`config.mk`:
```
export PLATFORM = sky130hd
export DESIGN_NAME = mat_layer_ctrl
export DESIGN_NICKNAME = d
export VERILOG_FILES = /design/src/rtl/mat_ctrl_pkg.sv /design/src/rtl/mat_tag_pipe.sv /design/src/rtl/mat_layer_ctrl.sv
export SDC_FILE = /design/constraint.sdc
export NUM_CORES = 1
export LEC_CHECK = 0
export ABC_CLOCK_PERIOD_IN_PS = 2250
export BUFFER_PORTS_ARGS = -buffer_cell sky130_fd_sc_hd__buf_2
export CAP_MARGIN = 20
export CORE_MARGIN = 3
export CORE_UTILIZATION = 59
export CTS_CLUSTER_SIZE = 20
export DETAILED_ROUTE_END_ITERATION = 10
export PLACE_DENSITY = 0.87
export SLEW_MARGIN = 0
export SYNTH_ARGS = -nofsm -noshare
export SYNTH_HDL_FRONTEND = slang
export SYNTH_HIERARCHICAL = 1
export SYNTH_SLANG_ARGS = --single-unit
```
`constraint.sdc`:
```
create_clock -name clk -period 2.25 [get_ports clk]
set_input_delay 0.225 -clock clk [delete_from_list [all_inputs] [get_ports clk]]
set_output_delay 0.225 -clock clk [all_outputs]
set_load 0.01 [all_outputs]
```
`src/rtl/mat_ctrl_pkg.sv`:
```
`default_nettype none
// ============================================================================
// Module  : mat_ctrl_pkg
// Brief   : Shared state encodings and width helpers for the layer sequencer.
// Revision: 1.0
// ============================================================================
package mat_ctrl_pkg;

  localparam logic [1:0] IDLE  = 2'd0;
  localparam logic [1:0] RUN   = 2'd1;
  localparam logic [1:0] DRAIN = 2'd2;
  localparam logic [1:0] DONE  = 2'd3;

  // Tag word = {valid, out_addr}; this is the width of the control part.
  localparam int TAG_CTRL_W = 1;

  // Address width for a memory of n words; never returns zero.
  function automatic int addr_w(input int n);
    return (n <= 1) ? 1 : $clog2(n);
  endfunction

  function automatic int tag_w(input int out_aw);
    return out_aw + TAG_CTRL_W;
  endfunction

endpackage
`default_nettype wire

```
`src/rtl/mat_tag_pipe.sv`:
```
`default_nettype none
// ============================================================================
// Module  : mat_tag_pipe
// Brief   : Fixed-depth, non-stalling shift register of result tags.
// Revision: 1.0
// ============================================================================
module mat_tag_pipe #(
  parameter int DEPTH = 2,
  parameter int W     = 8
) (
  input  logic         clk,
  input  logic         rst,
  input  logic [W-1:0] tag_i,
  output logic [W-1:0] tag_o
);

  logic [W-1:0] stage_q [DEPTH];

  always_ff @(posedge clk or posedge rst) begin
    if (rst) begin
      for (int i = 0; i < DEPTH; i++) stage_q[i] <= '0;
    end else begin
      stage_q[0] <= tag_i;
      for (int i = 1; i < DEPTH; i++) stage_q[i] <= stage_q[i-1];
    end
  end

  assign tag_o = stage_q[DEPTH-1];

endmodule
`default_nettype wire

```
`src/rtl/mat_layer_ctrl.sv`:
```
`default_nettype none
// ============================================================================
// Module  : mat_layer_ctrl
// Brief   : Sequencer for the 8-filter MAC array: walks filter groups, pixels
//           and input-channel groups, drives RAM addresses, load and results.
//           Optional MAT_CTRL_PERF_EN adds a busy-cycle counter (perf_cycles).
// Revision: 1.0
// ============================================================================
module mat_layer_ctrl
  import mat_ctrl_pkg::*;
#(
  parameter int NUM_PIX  = 64,
  parameter int CIN_GRP  = 2,
  parameter int COUT_GRP = 2,
  parameter int PIPE_LAT = 4,
  parameter int RD_LAT   = 1,
  localparam int DAW = addr_w(NUM_PIX * CIN_GRP),
  localparam int WAW = addr_w(COUT_GRP * CIN_GRP),
  localparam int BAW = addr_w(COUT_GRP),
  localparam int OAW = addr_w(NUM_PIX * COUT_GRP)
) (
  input  logic           clk,
  input  logic           rst,
  input  logic           start,
  output logic           busy,
  output logic           done,
  output logic [DAW-1:0] data_addr,
  output logic [WAW-1:0] wgt_addr,
  output logic [BAW-1:0] bias_addr,
  output logic           load,
  output logic           out_valid,
  output logic [OAW-1:0] out_addr
`ifdef MAT_CTRL_PERF_EN
  ,
  output logic [31:0]    perf_cycles
`endif
);

  localparam int CW    = addr_w(CIN_GRP);
  localparam int PW    = addr_w(NUM_PIX);
  localparam int GW    = addr_w(COUT_GRP);
  localparam int DEPTH = RD_LAT + PIPE_LAT;
  localparam int LW    = addr_w(DEPTH + 1);
  localparam int TW    = tag_w(OAW);

  if (RD_LAT != 1 || PIPE_LAT < 1) begin : g_param_chk
    $error("mat_layer_ctrl: RD_LAT must be 1 and PIPE_LAT >= 1");
  end

  logic [1:0]    state_q, state_d;
  logic [CW-1:0] c_q, c_d;
  logic [PW-1:0] p_q, p_d;
  logic [GW-1:0] g_q, g_d;
  logic [LW-1:0] drain_q, drain_d;
  logic          load_q;

  logic          w_issue, w_c_last, w_p_last, w_g_last;
  logic [OAW-1:0] w_tag_addr;
  logic [TW-1:0]  w_tag_in, w_tag_out;

  assign w_issue  = (state_q == RUN);
  assign w_c_last = (c_q == CW'(CIN_GRP - 1));
  assign w_p_last = (p_q == PW'(NUM_PIX - 1));
  assign w_g_last = (g_q == GW'(COUT_GRP - 1));

  always_comb begin
    state_d = state_q;
    c_d     = c_q;
    p_d     = p_q;
    g_d     = g_q;
    drain_d = drain_q;
    case (state_q)
      IDLE: begin
        if (start) begin
          state_d = RUN;
          c_d     = '0;
          p_d     = '0;
          g_d     = '0;
        end
      end
      RUN: begin
        // Counters freeze on the final issue so addresses hold through drain.
        if (w_c_last && w_p_last && w_g_last) begin
          state_d = DRAIN;
          drain_d = LW'(1);
        end else if (!w_c_last) begin
          c_d = c_q + 1'b1;
        end else begin
          c_d = '0;
          if (!w_p_last) begin
            p_d = p_q + 1'b1;
          end else begin
            p_d = '0;
            g_d = g_q + 1'b1;
          end
        end
      end
      DRAIN: begin
        if (drain_q == LW'(DEPTH)) state_d = DONE;
        else                       drain_d = drain_q + 1'b1;
      end
      DONE: begin
        state_d = IDLE;
        c_d     = '0;
        p_d     = '0;
        g_d     = '0;
        drain_d = '0;
      end
      default: state_d = IDLE;
    endcase
  end

  always_ff @(posedge clk or posedge rst) begin
    if (rst) begin
      state_q <= IDLE;
      c_q     <= '0;
      p_q     <= '0;
      g_q     <= '0;
      drain_q <= '0;
      load_q  <= 1'b0;
    end else begin
      state_q <= state_d;
      c_q     <= c_d;
      p_q     <= p_d;
      g_q     <= g_d;
      drain_q <= drain_d;
      load_q  <= w_issue && (c_q == '0);
    end
  end

  assign busy      = (state_q != IDLE);
  assign done      = (state_q == DONE);
  assign load      = load_q;
  assign data_addr = DAW'(32'(p_q) * CIN_GRP + 32'(c_q));
  assign wgt_addr  = WAW'(32'(g_q) * CIN_GRP + 32'(c_q));
  assign bias_addr = BAW'(g_q);

  assign w_tag_addr = OAW'(32'(g_q) * NUM_PIX + 32'(p_q));
  assign w_tag_in   = {w_issue && w_c_last, w_tag_addr};

  mat_tag_pipe #(
    .DEPTH (DEPTH),
    .W     (TW)
  ) u_tag_pipe (
    .clk   (clk),
    .rst   (rst),
    .tag_i (w_tag_in),
    .tag_o (w_tag_out)
  );

  assign out_valid = w_tag_out[TW-1];
  assign out_addr  = w_tag_out[OAW-1:0];

`ifdef MAT_CTRL_PERF_EN
  logic [31:0] perf_q;

  always_ff @(posedge clk or posedge rst) begin
    if (rst) begin
      perf_q <= '0;
    end else if (state_q == IDLE && start) begin
      perf_q <= '0;
    end else if (state_q != IDLE && perf_q != '1) begin
      perf_q <= perf_q + 32'd1;
    end
  end

  assign perf_cycles = perf_q;
`endif

endmodule
`default_nettype wire

```
==> flow_results.org, run 1 <==
** Placed design
- Port buffering added 23 buffers.
- The congestion estimate from routability-driven global placement came to 0.9507.
- The wire-length estimate of the detail-placed layout is 2063 um.
- After detailed placement, the design holds a cell count of 194.

** Worst setup path
- Data arrival time of the critical path :: 2.11 ns
- Critical path's slowest cell :: sky130_fd_sc_hd__dfrtp_1
- Required time worst endpoint :: 2.58 ns
- Minimum setup slack among reg-to-reg paths :: 0.48 ns
- Worst-path cell chain :: inv_1, ha_1, and2_2, o2111ai_1, o31ai_1, a21o_1
- R2R depth :: 6
- Type of origin of the critical path :: flip-flop
- R2r endpoint :: p_q[3]
- Critical register-to-register path startpoint :: state_q[1]
- The critical path is of the flip-flop to flip-flop type.
- Peak per-stage delay on the critical path :: 0.44 ns
- Along the worst path, the maximum fanout reaches 7.
- Critical path capture point type :: flip-flop

** STA
- Max Clk Rate :: 563.6 MHz
- Share of the clock period used by the worst path after layout :: 78.86%
- Final setup violating endpoints :: 0
- Transition time at the pin with the least slew margin :: 0.5944 ns
- RSZ-0062 raised after global routing :: false
- The clock arrives with 0.01756 ns of skew.
- Worst slew slack as a fraction of its limit :: 60.33%
- The number of pins exceeding their max-slew limit in the final report came to 0.
- Hold Violations, Final :: 0
- Setup total negative slack on the finished layout was measured at 0 ns.
- For the finished layout, the period the worst path requires is 1.774 ns.

** Drt
- Once detail routing completed, the nets flagged for antenna violations numbered 0.
- WL/cell :: 14.31 um
- Total detailed-routing wirelength :: 2904 um
- For this block, the initial DRC count from the detailed router was 42.
- For this block, the via count after detailed routing is 1065.
- After detailed routing, the number of remaining DRC violations is 0.
- Vias per inst :: 5.246
- For this run, the detailed router's first-pass iteration total came to 4.

** Finish
- Post-layout net count :: 169
- Number of standard cells in the final layout excluding fillers :: 203
- Of the cells placed in the final design, the portion with a size suffix greater than 1 is 24.53%.
- Commonest non-fill, non-tap cell in the layout :: sky130_fd_sc_hd__dfrtp_1
- Leaving out fill and tap cells, the most frequent cells in the layout are 54 x sky130_fd_sc_hd__dfrtp_1, 23 x sky130_fd_sc_hd__buf_2, 10 x sky130_fd_sc_hd__inv_1, 8 x sky130_fd_sc_hd__nor2_1, 8 x sky130_fd_sc_hd__ha_1.
- N_diodes :: 0
- The area growth from synthesis to layout is 7.557%.

** Die
- The initialized floorplan defines 20 standard-cell rows.
- Initial standard-cell utilization of the core :: 63.52%
- The floorplan step defined a die boundary enclosing 4100 um2.
- Y dimension of the die :: 64.03 um
- In this run the standard cell core region covers 3128 um2.
- Pin placement for this block handled 24 I/O pins.
- Width of the chip :: 64.03 um

** Clocking
- Number of levels the H-tree was split into :: 2
- Clock insertion delay at the later pin of the skew report :: 0.37 ns
- CTS placed an instance of sky130_fd_sc_hd__clkbuf_4 at the clock tree root.
- Buffers inserted during clock tree synthesis total 5.
- Clock-pin slew was measured on the worst setup and hold paths at 0.15 ns.
- The clock drives 54 sinks.
- TritonCTS built the clock tree.
- The clock passes through at most 2 buffers.
- After clock tree synthesis, the setup repair step added 0 buffers.

** Run
- Count of max-cap constraint violations :: 0

** Min path
- Endpoint of the worst hold path :: u_tag_pipe/stage_q[31]
- Counting instances, the worst hold path has a depth of 0.
- In this run the worst hold path is classified as flip-flop to flip-flop.
- Source of the worst hold timing path :: u_tag_pipe/stage_q[39]

** Logic synthesis
- The number of nets handed over by synthesis was 154.
- Dividing the synthesized area by the synthesized cell count gives 13.89 um2.
- Cell type with the largest total area after synthesis :: sky130_fd_sc_hd__dfrtp_1
- Synthesis inferred 54 register bits.
- Synth warn :: 6
- The top cell type by area accounts for 68.01% of the synthesized area.
- Synthesis produced 143 cells.
- In this run, distinct cell masters in the synthesized netlist total 31.
- Main area contributors after synthesis :: sky130_fd_sc_hd__dfrtp_1 68%, sky130_fd_sc_hd__buf_4 6.4%, sky130_fd_sc_hd__ha_1 5.0%
- The synthesized netlist occupies a cell area of 1987 um2.
- The share of the Yosys chip area taken by registers is 68.01%.

** Global route
- Overall track demand over capacity in global routing :: 16.72%
- Maximum number of pins on one net before global-route repair :: 30
- The first global-routing pass estimated 5085 um of wire.
- Vias in the first global route :: 1085
- The initial antenna violation count is 0.
- Total global routing overflow :: 0

** Power and ir drop
- Power density over the cells :: 724.2 nW/um2
- Leakage power total :: 1.031 nW
- Total power draw :: 1.548 mW
- IR analysis of the VDD net gives a maximum drop of 0.5401 mV.

** Status
- The flow ran to the end, and the final reports show no timing, DRC or antenna violations.
flip-flops by register name, summed over array words and instances (netlist names):
signal	count
u_tag_pipe/stage_q	32
u_tag_pipe/tag_o	8
p_q	6
drain_q	3
state_q	2
bias_addr	1
c_q	1
load	1
synth_stat cells:
library cell	count
sky130_fd_sc_hd__a21bo_2	1
sky130_fd_sc_hd__a21o_1	2
sky130_fd_sc_hd__a21oi_1	5
sky130_fd_sc_hd__a22oi_1	1
sky130_fd_sc_hd__a31oi_1	2
sky130_fd_sc_hd__and2_1	1
sky130_fd_sc_hd__and2_2	1
sky130_fd_sc_hd__buf_4	17
sky130_fd_sc_hd__dfrtp_1	54
sky130_fd_sc_hd__ha_1	8
sky130_fd_sc_hd__inv_1	10
sky130_fd_sc_hd__mux2_4	1
sky130_fd_sc_hd__nand2_1	5
sky130_fd_sc_hd__nand2b_1	1
sky130_fd_sc_hd__nand3_1	3
sky130_fd_sc_hd__nand3_2	1
sky130_fd_sc_hd__nand3_4	1
sky130_fd_sc_hd__nand4_1	1
sky130_fd_sc_hd__nand4b_1	1
sky130_fd_sc_hd__nor2_1	8
sky130_fd_sc_hd__o2111ai_1	2
sky130_fd_sc_hd__o211ai_1	3
sky130_fd_sc_hd__o21a_1	2
sky130_fd_sc_hd__o21ai_0	2
sky130_fd_sc_hd__o21ai_2	1
sky130_fd_sc_hd__o21ai_4	1
sky130_fd_sc_hd__o2bb2ai_1	4
sky130_fd_sc_hd__o31ai_1	1
sky130_fd_sc_hd__o32ai_1	1
sky130_fd_sc_hd__xnor2_1	1
sky130_fd_sc_hd__xor2_1	1
routing by layer:
layer | GRT usage [%] | part of all wire, % | vias up
li1 | - | - | 500
met1 | 20.12 | 43 | 530
met2 | 27.61 | 51 | 28
met3 | 5.800 | 4.8 | 7
met4 | 6.469 | 1.2 | 0
met5 | 0 | 0 | -
power by group:
| group | leakage (nW) | total [mW] | switching (mW) | internal [mW] |
|---|---|---|---|---|
| clock | 0.0489 | 0.554 | 0.286 | 0.269 |
| combinational | 0.320 | 0.0228 | 0.0188 | 0.00394 |
| sequential | 0.662 | 0.971 | 0 | 0.971 |
cell families (layout without fill, tap and decap cells):
logic type                 count (synthesis)  count (layout)  share of synthesized area [%]
and+or+nand+nor                           23              23                          6.361
xor gates and xnor gates                   2               2                         0.8818
AOI/OAI and AO/OA                         28              28                          10.64
adders and majority gates                  8               8                          5.038
buffers and inverters                     27              43                          8.312
muxes                                      1               1                         0.7554
DFF                                       54              54                          68.01
worst max-delay path, delay by kind of cell (launching register included):
kind	cells	cell delay, ns
flip-flops	1	0.44
adder cells (fa/ha/maj)	1	0.34
AO/OA/AOI/OAI	3	0.61
AND/OR/NAND/NOR	1	0.23
buffers and inverters	1	0.13
area by class of cell:
type	instances	area, um2
clock buffer	6	51.30
clock inverter	2	38.79
fill	218	991.0
inverter	10	37.54
multi-input combinational	62	470.5
sequential	54	1351
tap	44	55.05
timing repair buffer	25	132.6
stage by stage:
step / area [um2] / worst slack, ns / util (%) / hold slack (ns)
4_1_cts: 2137 / 0.4881 / 68.32 / 0.3652
3_3_place_gp: 2037 / 0.6294 / 65.12 / 0.2382
2_1_floorplan: 1987 / 0.7130 / - / 0.1142
5_1_grt: 2137 / 0.4110 / 68.32 / 0.3653
3_5_place_dp: 2037 / 0.5100 / 65.12 / 0.2502
6_report: 2137 / 0.4757 / 68.32 / 0.3600
what timing repair did:
item	CTS	global route
hold buffers	1	0
resized for setup	0	0
endpoints found under the setup margin	0	0
endpoints found under the hold margin	25	0
worst max path at each step:
stage,cells after the start,end,startpoint
final,6,p_q[3],state_q[1]
after global routing,6,p_q[3],state_q[1]
after CTS,6,p_q[3],state_q[1]
after detailed placement,6,p_q[3],state_q[1]
after global placement,6,p_q[3],state_q[1]
after floorplan,6,p_q[3],state_q[1]
Note: power is estimated with default switching activity, not from simulation.
==> inputs of run 2 (changes only) <==
- ABC_CLOCK_PERIOD_IN_PS: 2250 -> 1800
- CORE_UTILIZATION: 59 -> 56
- PLACE_DENSITY: 0.87 -> 0.83
- clock period: 2.25 -> 1.8 ns (I/O delays scaled with it)
==> flow_results.org, run 2 (synthesis results as in run 1) <==
** Die
- Y dimension of the die :: 65.57 um (was 64.03 um)
- Cell row count :: 21 (was 20)
- Die ar. :: 4299 um2 (was 4100 um2)
- The count of pins on the block boundary came to 24 (unchanged).
- The die extent in x is 65.57 um (was 64.03 um).
- The initial core utilization was 58.62% (was 63.52%).
- The core area was 3390 um2 (was 3128 um2).

** Drt
- The average vias per placed instance came to 5.130 (was 5.246).
- The DRC violation count after routing was 0 (unchanged).
- The per-cell routed wire length is 13.21 um (was 14.31 um).
- Number of routed nets with antenna violations :: 0 (unchanged)
- The first-iteration detailed-routing DRC count is 57 (was 42).
- The total routed wirelength is 2735 um (was 2904 um).
- The iteration count of the initial detailed-routing pass came to 4 (unchanged).
- The via count is 1062 (was 1065).

** Finish
- The post-route standard cell area excluding fillers is 2146 um2 (was 2137 um2).
- The combined area of the multi-input logic cells is 476.7 um2 (was 470.5 um2).
- Fillers :: 266 (was 218)
- Commonest non-fill, non-tap cell in the layout :: sky130_fd_sc_hd__dfrtp_1 (unchanged)
- Area of all sequential standard cells :: 1351 um2 (unchanged)
- The flip-flop count of the largest register, all copies and words added was 32 (unchanged).
- End-of-flow core utilization :: 63.31% (was 68.32%)
- Number of standard cells in the final layout excluding fillers :: 207 (was 203)
- The number of nets in the finished design was 171 (was 169).
- Most frequent cells in the layout :: 54 x sky130_fd_sc_hd__dfrtp_1, 23 x sky130_fd_sc_hd__buf_2, 10 x sky130_fd_sc_hd__inv_1, 8 x sky130_fd_sc_hd__nor2_1, 8 x sky130_fd_sc_hd__ha_1 (unchanged)
- Layout cell share with drive strength beyond 1 :: 26.09% (was 24.53%)
- Synth-to-layout area growth :: 7.998% (was 7.557%)
- The register with the most flip-flops is u_tag_pipe/stage_q (unchanged).
- The number of antenna cells inserted came to 0 (unchanged).

** Min path
- Path type of the worst min-delay path :: input port to flip-flop (was flip-flop to flip-flop)

** Clocking
- Number of sinks driven by the clock tree :: 54 (unchanged)
- The maximum count of clock buffers along a single path is 2 (unchanged).
- The clock latency at the later pin of the worst-skew pair was 0.37 ns (about the same).
- The H-tree level count came to 2 (unchanged).
- Clock tree root buffer cell :: sky130_fd_sc_hd__clkbuf_4 (unchanged)
- The number of buffers created by CTS was 5 (unchanged).
- Clk pin slew, worst setup/hold paths :: 0.15 ns (about the same)
- The TritonCTS clock tree is built (unchanged).
- Setup bufs post-CTS :: 0 (unchanged)

** Worst setup path
- The arrival time of the worst setup path was 1.88 ns (was 2.11 ns).
- Worst-path fanout max :: 7 (unchanged)
- Critical path capture point type :: flip-flop (unchanged)
- The cell with the biggest individual delay on the critical path is sky130_fd_sc_hd__dfrtp_1 (unchanged).
- The critical path class is flip-flop to flip-flop (unchanged).
- The stage delay of the slowest cell on the critical path came to 0.41 ns (was 0.44 ns).
- Buf+Inv Stages, Crit Path :: 2 (was 1)
- Worst-path cell chain :: inv_1, ha_1, inv_1, and2_1, o21ai_2, a21o_1 (was inv_1, ha_1, and2_2, o2111ai_1, o31ai_1, a21o_1)
- The cell family with the largest share of critical-path delay was flip-flops (was compound AO/OA/AOI/OAI gates).
- The type of origin of the critical path is a flip-flop (unchanged).
- Most repeated library cell on the critical path :: sky130_fd_sc_hd__inv_1
- The worst path required time was 2.08 ns (was 2.58 ns).

** STA
- The timing-limited maximum frequency is 623.2 MHz (was 563.6 MHz).
- The transition time at the pin with the least slew margin came to 0.5637 ns (was 0.5944 ns).
- RSZ-0062 raised after global routing: false (unchanged).
- Final setup violating endpoints :: 0 (unchanged)
- The worst max-slew margin expressed relative to the limit is 62.38% (was 60.33%).
- PnR worst setup slack :: 0.1954 ns (was 0.4757 ns)
- Share of the clock period used by the worst path after layout :: 89.15% (was 78.86%)
- The accumulated negative setup slack came to 0 ns (unchanged).
- Final Critical Period :: 1.605 ns (was 1.774 ns)
- The number of failing hold endpoints at the final stage came to 0 (unchanged).
- Minimum hold slack :: 0.3256 ns (was 0.3600 ns)
- The number of pins exceeding their max-slew limit in the final report was 0 (unchanged).
- Worst clock skew :: 0.01178 ns (was 0.01756 ns)

** Run
- The number of max-capacitance violations reported came to 0 (unchanged).

** Power and ir drop
- Switch share :: 22.10% (was 19.66%)
- Part of the power in the clock network :: 29.8% (was 35.8%)
- The internal cell power was 1.381 mW (was 1.243 mW).
- Sequential fraction of design power :: 68.4% (was 62.7%)
- Power density over the cells :: 826.2 nW/um2 (was 724.2 nW/um2)
- The total power is 1.773 mW (was 1.548 mW).
- The leakage dissipation was 1.032 nW (was 1.031 nW).
- Peak supply drop :: 0.5337 mV (was 0.5401 mV)
- The combinational cell fraction of total power came to 1.7% (was 1.5%).
- The net switching power is 0.3919 mW (was 0.3043 mW).

** Placed design
- Placed Instances :: 198 (was 194)
- The global placement routability congestion was 0.9528 (was 0.9507).
- Port Buf Inserts :: 23 (unchanged)
- Pre-CTS worst setup slack :: 0.1599 ns (was 0.5100 ns)
- The placed standard-cell area came to 2067 um2 (was 2037 um2).
- Half-perimeter wire length of the detailed placement result :: 1958 um (was 2063 um)

** Status
- Outcome :: finished, final reports clean (unchanged)

** Global route
- The global-route wire length before repair is 4609 um (was 5085 um).
- Total global routing overflow :: 0 (unchanged)
- The pin count of the biggest net entering global routing was 29 (was 30).
- The overall fraction of global-route tracks in use is 14.76% (was 16.72%).
- Antenna violations before repair :: 0 (unchanged)
- Vias in the first global route :: 1059 (was 1085)
-- run 2: changes by cell type in the layout (fill, tap and decap cells not counted) --
| cell | delta |
|---|---|
| sky130_fd_sc_hd__bufinv_16 | -1 |
| sky130_fd_sc_hd__o2111ai_2 | +1 |
| sky130_fd_sc_hd__clkinvlp_4 | +1 |
| sky130_fd_sc_hd__clkbuf_8 | -1 |
| sky130_fd_sc_hd__buf_12 | +1 |
| sky130_fd_sc_hd__o2111ai_1 | -1 |
| sky130_fd_sc_hd__clkinv_4 | +1 |
| sky130_fd_sc_hd__buf_4 | +1 |
-- run 2: layout make-up --
| class | count | share of cell area, % |
|---|---|---|
| clock buffers | 5 | 1.749 |
| clock inverters | 3 | 1.166 |
| inverters | 10 | 1.749 |
| multi-input cells | 62 | 22.22 |
| flip-flops and latches | 54 | 62.97 |
| well taps | 46 | 2.682 |
| repair buffers | 27 | 7.464 |
-- run 2: repair_timing --
action                                  in CTS  in global routing
hold buffers                                 1                  0
endpoints found under the setup margin       0                  1
hold endpoints to repair                    26                  0
resized for setup                            0                  1
-- run 2: final timing paths --
kind / from / endpoint / slack [ns] / cells past startpoint
setup reg to reg: state_q[0] / p_q[3] / 0.20 / 6
setup / recovery: state_q[0] / p_q[3] / 0.20 / 6
hold reg to reg: u_tag_pipe/stage_q[17] / u_tag_pipe/stage_q[9] / 0.35 / 0
hold / removal: start / state_q[0] / 0.33 / 4
max in group asynchronous: rst / u_tag_pipe/tag_o[6] / 0.93 / 4
min in group asynchronous: rst / u_tag_pipe/stage_q[21] / 0.36 / 3
-- run 2: worst min-delay path: stages --
cell                       delay (ns)
sky130_fd_sc_hd__buf_2           0.09
sky130_fd_sc_hd__nand2b_1        0.20
sky130_fd_sc_hd__nand3_2         0.11
sky130_fd_sc_hd__a22oi_1         0.08
-- run 2: per-layer routing --
metal	share of wire, %	up-vias	GRT usage, %
met3	5.4	10	5.299
met5	0	-	0
met2	50	33	23.77
met4	3.1	0	8.290
li1	-	502	-
met1	42	517	17.08
-- run 2: power by group through the flow --
stage | Sequential [mW] | Clock [mW] | Combinational, mW
6_report | 1.21 | 0.529 | 0.0310
3_3_place_gp | 1.24 | 0 | 0.0301
2_1_floorplan | 1.24 | 0 | 0.0183
5_1_grt | 1.21 | 0.603 | 0.0365
3_5_place_dp | 1.24 | 0 | 0.0316
4_1_cts | 1.21 | 0.549 | 0.0333
==> inputs of run 3 (changes only) <==
- CORE_ASPECT_RATIO: not set -> 0.7
- SYNTH_HIERARCHICAL: 1 -> not set
==> flow_results.org, run 3 <==
** Status
- Outcome: finished, violations left (was finished, final reports clean).
- Violated checks :: negative setup slack

** Drt
- First-pass DRT Iterations :: 4 (unchanged)
- Total detailed-routing wirelength :: 3529 um (was 2735 um)
- Number of routed nets with antenna violations :: 0 (unchanged)
- The average vias per placed instance is 5.420 (was 5.130).
- Iteration-0 DRC Markers :: 93 (was 57)
- The per-cell routed wire length was 15.62 um (was 13.21 um).
- The DRC violation count after routing is 0 (unchanged).
- The via count is 1225 (was 1062).

** Worst setup path
- The total buffers and inverters traversed by the critical path was 1 (was 2).
- The cell with the biggest individual delay on the critical path is sky130_fd_sc_hd__dfrtp_1 (unchanged).
- Critical path capture point type :: flip-flop (unchanged)
- The type of origin of the critical path is a flip-flop (unchanged).
- CP top delay family :: simple AND/OR/NAND/NOR gates (was flip-flops)
- The maximum fanout along the worst path is 4 (was 7).
- The logic depth of the worst setup path including buffers was 6 (unchanged).
- R2R depth :: 6 (unchanged)
- Peak per-stage delay on the critical path :: 0.45 ns (was 0.41 ns)
- Required time worst endpoint :: 2.03 ns (was 2.08 ns)
- Worst-path cell chain :: inv_2, ha_4, nor2b_4, or3_4, or4_4, a21oi_2 (was inv_1, ha_1, inv_1, and2_1, o21ai_2, a21o_1)
- The arrival time of the worst setup path was 2.07 ns (was 1.88 ns).
- Startpoint-to-endpoint class of the critical path :: flip-flop to flip-flop (unchanged)

** Min path
- Path type of the worst min-delay path :: flip-flop to flip-flop (was input port to flip-flop)
- The number of cells on the worst hold path was 0 (was 4).

** Die
- Die ar. :: 4337 um2 (was 4299 um2)
- Cell row count :: 17 (was 21)
- The initial core utilization is 61.08% (was 58.62%).
- The height of the die is 56.01 um (was 65.57 um).
- Placeable core region :: 3276 um2 (was 3390 um2)
- The die extent in x was 77.44 um (was 65.57 um).
- The count of pins on the block boundary came to 24 (unchanged).

** STA
- The transition time at the pin with the least slew margin is 0.4907 ns (was 0.5637 ns).
- Share of the clock period used by the worst path after layout :: 101.9% (was 89.15%)
- The timing-limited maximum frequency is 544.9 MHz (was 623.2 MHz).
- Worst slew slack as a fraction of its limit :: 67.07% (was 62.38%)
- The number of setup violations in the final report came to 1 (was 0).
- Worst clock skew :: 0.003454 ns (was 0.01178 ns)
- Max-slew violations :: 0 (unchanged)
- RSZ-0062 raised after global routing: true (was false).
- PnR worst setup slack :: -0.03509 ns (was 0.1954 ns)
- Final Critical Period :: 1.835 ns (was 1.605 ns)
- Hold Violations, Final :: 0 (unchanged)
- The accumulated negative setup slack was -0.03509 ns (was 0 ns).

** Finish
- The area growth from synthesis to layout is 18.26% (was 7.998%).
- The number of antenna cells inserted was 0 (unchanged).
- Area of all sequential standard cells :: 1353 um2 (was 1351 um2)
- The fill cell instance count of the final layout was 234 (was 266).
- Commonest non-fill, non-tap cell in the layout :: sky130_fd_sc_hd__dfrtp_1 (unchanged)
- The flip-flop count of the largest register, all copies and words added was 32 (unchanged).
- The number of nets in the finished design came to 189 (was 171).
- Total area of multi-input combinational cells :: 570.5 um2 (was 476.7 um2)
- The register with the most flip-flops was u_tag_pipe.stage_q (was u_tag_pipe/stage_q).
- Most frequent cells in the layout :: 53 x sky130_fd_sc_hd__dfrtp_1, 23 x sky130_fd_sc_hd__buf_2, 13 x sky130_fd_sc_hd__buf_4, 7 x sky130_fd_sc_hd__o21ai_0, 7 x sky130_fd_sc_hd__nor2_1 (was 54 x sky130_fd_sc_hd__dfrtp_1, 23 x sky130_fd_sc_hd__buf_2, 10 x sky130_fd_sc_hd__inv_1, 8 x sky130_fd_sc_hd__nor2_1, 8 x sky130_fd_sc_hd__ha_1)
- End-of-flow core utilization :: 72.23% (was 63.31%)
- Layout cell share with drive strength beyond 1 :: 37.43% (was 26.09%)

** Placed design
- Pre-CTS worst setup slack :: -0.08100 ns (was 0.1599 ns)
- The global placement routability congestion is 0.9256 (was 0.9528).
- The half-perimeter wire length of the detailed placement result is 2392 um (was 1958 um).
- Port Buf Inserts :: 23 (unchanged)

** Logic synthesis
- Number of register bits inferred by synthesis :: 54 (unchanged)
- Main area contributors after synthesis :: sky130_fd_sc_hd__dfrtp_1 68%, sky130_fd_sc_hd__buf_4 6.0%, sky130_fd_sc_hd__ha_1 5.0% (was sky130_fd_sc_hd__dfrtp_1 68%, sky130_fd_sc_hd__buf_4 6.4%, sky130_fd_sc_hd__ha_1 5.0%)
- Number of flops mapped to enable cells by yosys :: 0 (unchanged)
- Avg Cell Area, Syn :: 13.43 um2 (was 13.89 um2)
- Cell type with the largest total area after synthesis :: sky130_fd_sc_hd__dfrtp_1 (unchanged)
- The fraction of synthesized cell area taken by the top area cell type was 67.54% (was 68.01%).
- The primary flip-flop cell chosen by synthesis mapping was sky130_fd_sc_hd__dfrtp_1 (unchanged).
- The most instantiated library cell after synthesis was sky130_fd_sc_hd__dfrtp_1 (unchanged).
- Most numerous cell types in the synthesized netlist: 54 x sky130_fd_sc_hd__dfrtp_1, 16 x sky130_fd_sc_hd__buf_4, 9 x sky130_fd_sc_hd__o21ai_0 (was 54 x sky130_fd_sc_hd__dfrtp_1, 17 x sky130_fd_sc_hd__buf_4, 10 x sky130_fd_sc_hd__inv_1, 8 x sky130_fd_sc_hd__ha_1, 8 x sky130_fd_sc_hd__nor2_1).
- Instance count of the mapped netlist :: 149 (was 143)
- The proportion of register bits with asynchronous set or reset after synthesis was 100.0% (unchanged).
- The post-synthesis sequential area ratio came to 67.54% (was 68.01%).
- Synth warn :: 0 (was 6)
- The post-synthesis cell area was 2001 um2 (was 1987 um2).
- Synthesized Nets :: 160 (was 154)
- Number of distinct library cells after synthesis :: 35 (was 31)

** Clocking
- The clock-pin slew reported for the worst setup and hold paths after clock tree synthesis is 0.09 ns (was 0.15 ns).
- Cts bufs inserted :: 5 (unchanged)
- The TritonCTS clock tree is built (unchanged).
- The root buffer cell was sky130_fd_sc_hd__clkbuf_8 (was sky130_fd_sc_hd__clkbuf_4).
- The sink count of the clock tree is 54 (unchanged).
- The H-tree level count was 2 (unchanged).
- The clock latency at the later pin of the worst-skew pair came to 0.30 ns (was 0.37 ns).
- Number of buffers on the longest clock path :: 2 (unchanged)

** Global route
- The initial antenna violation count is 0 (unchanged).
- Maximum number of pins on one net before global-route repair :: 35 (was 29)
- Overall track demand over capacity in global routing :: 17.98% (was 14.76%)
- Total global routing overflow :: 0 (unchanged)
- Vias in the first global route :: 1270 (was 1059)
- The global-route wire length before repair came to 5906 um (was 4609 um).

** Power and ir drop
- The leakage dissipation is 1.047 nW (was 1.032 nW).
- The worst vdd rail ir drop was 0.4809 mV (was 0.5337 mV).
- Total power draw :: 1.930 mW (was 1.773 mW)
- Power density over the cells :: 815.9 nW/um2 (was 826.2 nW/um2)

** Run
- Count of max-cap constraint violations :: 0 (unchanged)
## run 3: cell count changes in the layout (fill, tap and decap cells not counted), sizes merged, moves of 3 or more
cell and change:
o211ai -3, inv -3, o41ai +3, o2bb2ai -4, buf +12, o21ai +5
or3 +3
## run 3: final cells by class
cell class	instances	area share, %
Inverter	8	1.269
Sequential cell	54	57.17
Clock inverter	2	0.7403
Multi-Input combinational cell	70	24.11
Timing Repair Buffer	39	10.74
Tap cell	47	2.485
Clock buffer	6	3.490
## run 3: per-stage QoR
step           instance area, um2  hold WS (ns)  std cells
2_1_floorplan                2001        0.3312        149
3_3_place_gp                 2136        0.2032        213
3_5_place_dp                 2136        0.2092        213
4_1_cts                      2263        0.3559        223
5_1_grt                      2366        0.3564        226
6_report                     2366        0.3560        226
## run 3: per-layer routing
metal	wire [um]	global-route usage, %	vias up
li1	-	-	559
met4	96	7.614	0
met3	215	4.369	13
met2	1811	31.00	60
met5	0	0	-
met1	1405	21.60	593
## run 3: repair_timing
action                                  CTS  global route
buffers inserted                          1             3
endpoints found under the setup margin    2             9
hold endpoints to repair                 20             0
hold buffers                              1             0
pin swaps                                 1             2
resized for setup                         4            19
## run 3: final timing paths
path | start | end | slack (ns)
worst max register to register | state_q[1] | p_q[3] | -0.04
max in group asynchronous | rst | state_q[0] | 0.85
min in group asynchronous | rst | drain_q[2] | 0.42
worst min register to register | u_tag_pipe.stage_q[32] | u_tag_pipe.stage_q[24] | 0.36
worst max-delay path | state_q[1] | p_q[3] | -0.04
worst min-delay path | u_tag_pipe.stage_q[32] | u_tag_pipe.stage_q[24] | 0.36
## run 3: kinds of logic after synthesis
| family | count (synthesis) | share of synthesized area [%] |
|---|---|---|
| fa+ha+maj | 8 | 5.003 |
| flops | 54 | 67.54 |
| buf+inv | 25 | 8.193 |
| compound gates | 30 | 10.45 |
| mux | 1 | 0.5628 |
| simple gates | 31 | 8.256 |
## run 3: power breakdown
| group | leakage, nW | internal [mW] | switching (mW) | total (mW) |
|---|---|---|---|---|
| clock | 0.0514 | 0.317 | 0.370 | 0.687 |
| combinational | 0.384 | 0.00759 | 0.0244 | 0.0320 |
| sequential | 0.612 | 1.21 | 0 | 1.21 |
## run 3: worst reg2reg max path, cell delays in order (launching register included)
cell and delay, ns:
sky130_fd_sc_hd__dfrtp_1 0.45, sky130_fd_sc_hd__inv_2 0.10, sky130_fd_sc_hd__ha_4 0.17, sky130_fd_sc_hd__nor2b_4 0.12
sky130_fd_sc_hd__or3_4 0.37, sky130_fd_sc_hd__or4_4 0.42, sky130_fd_sc_hd__a21oi_2 0.14
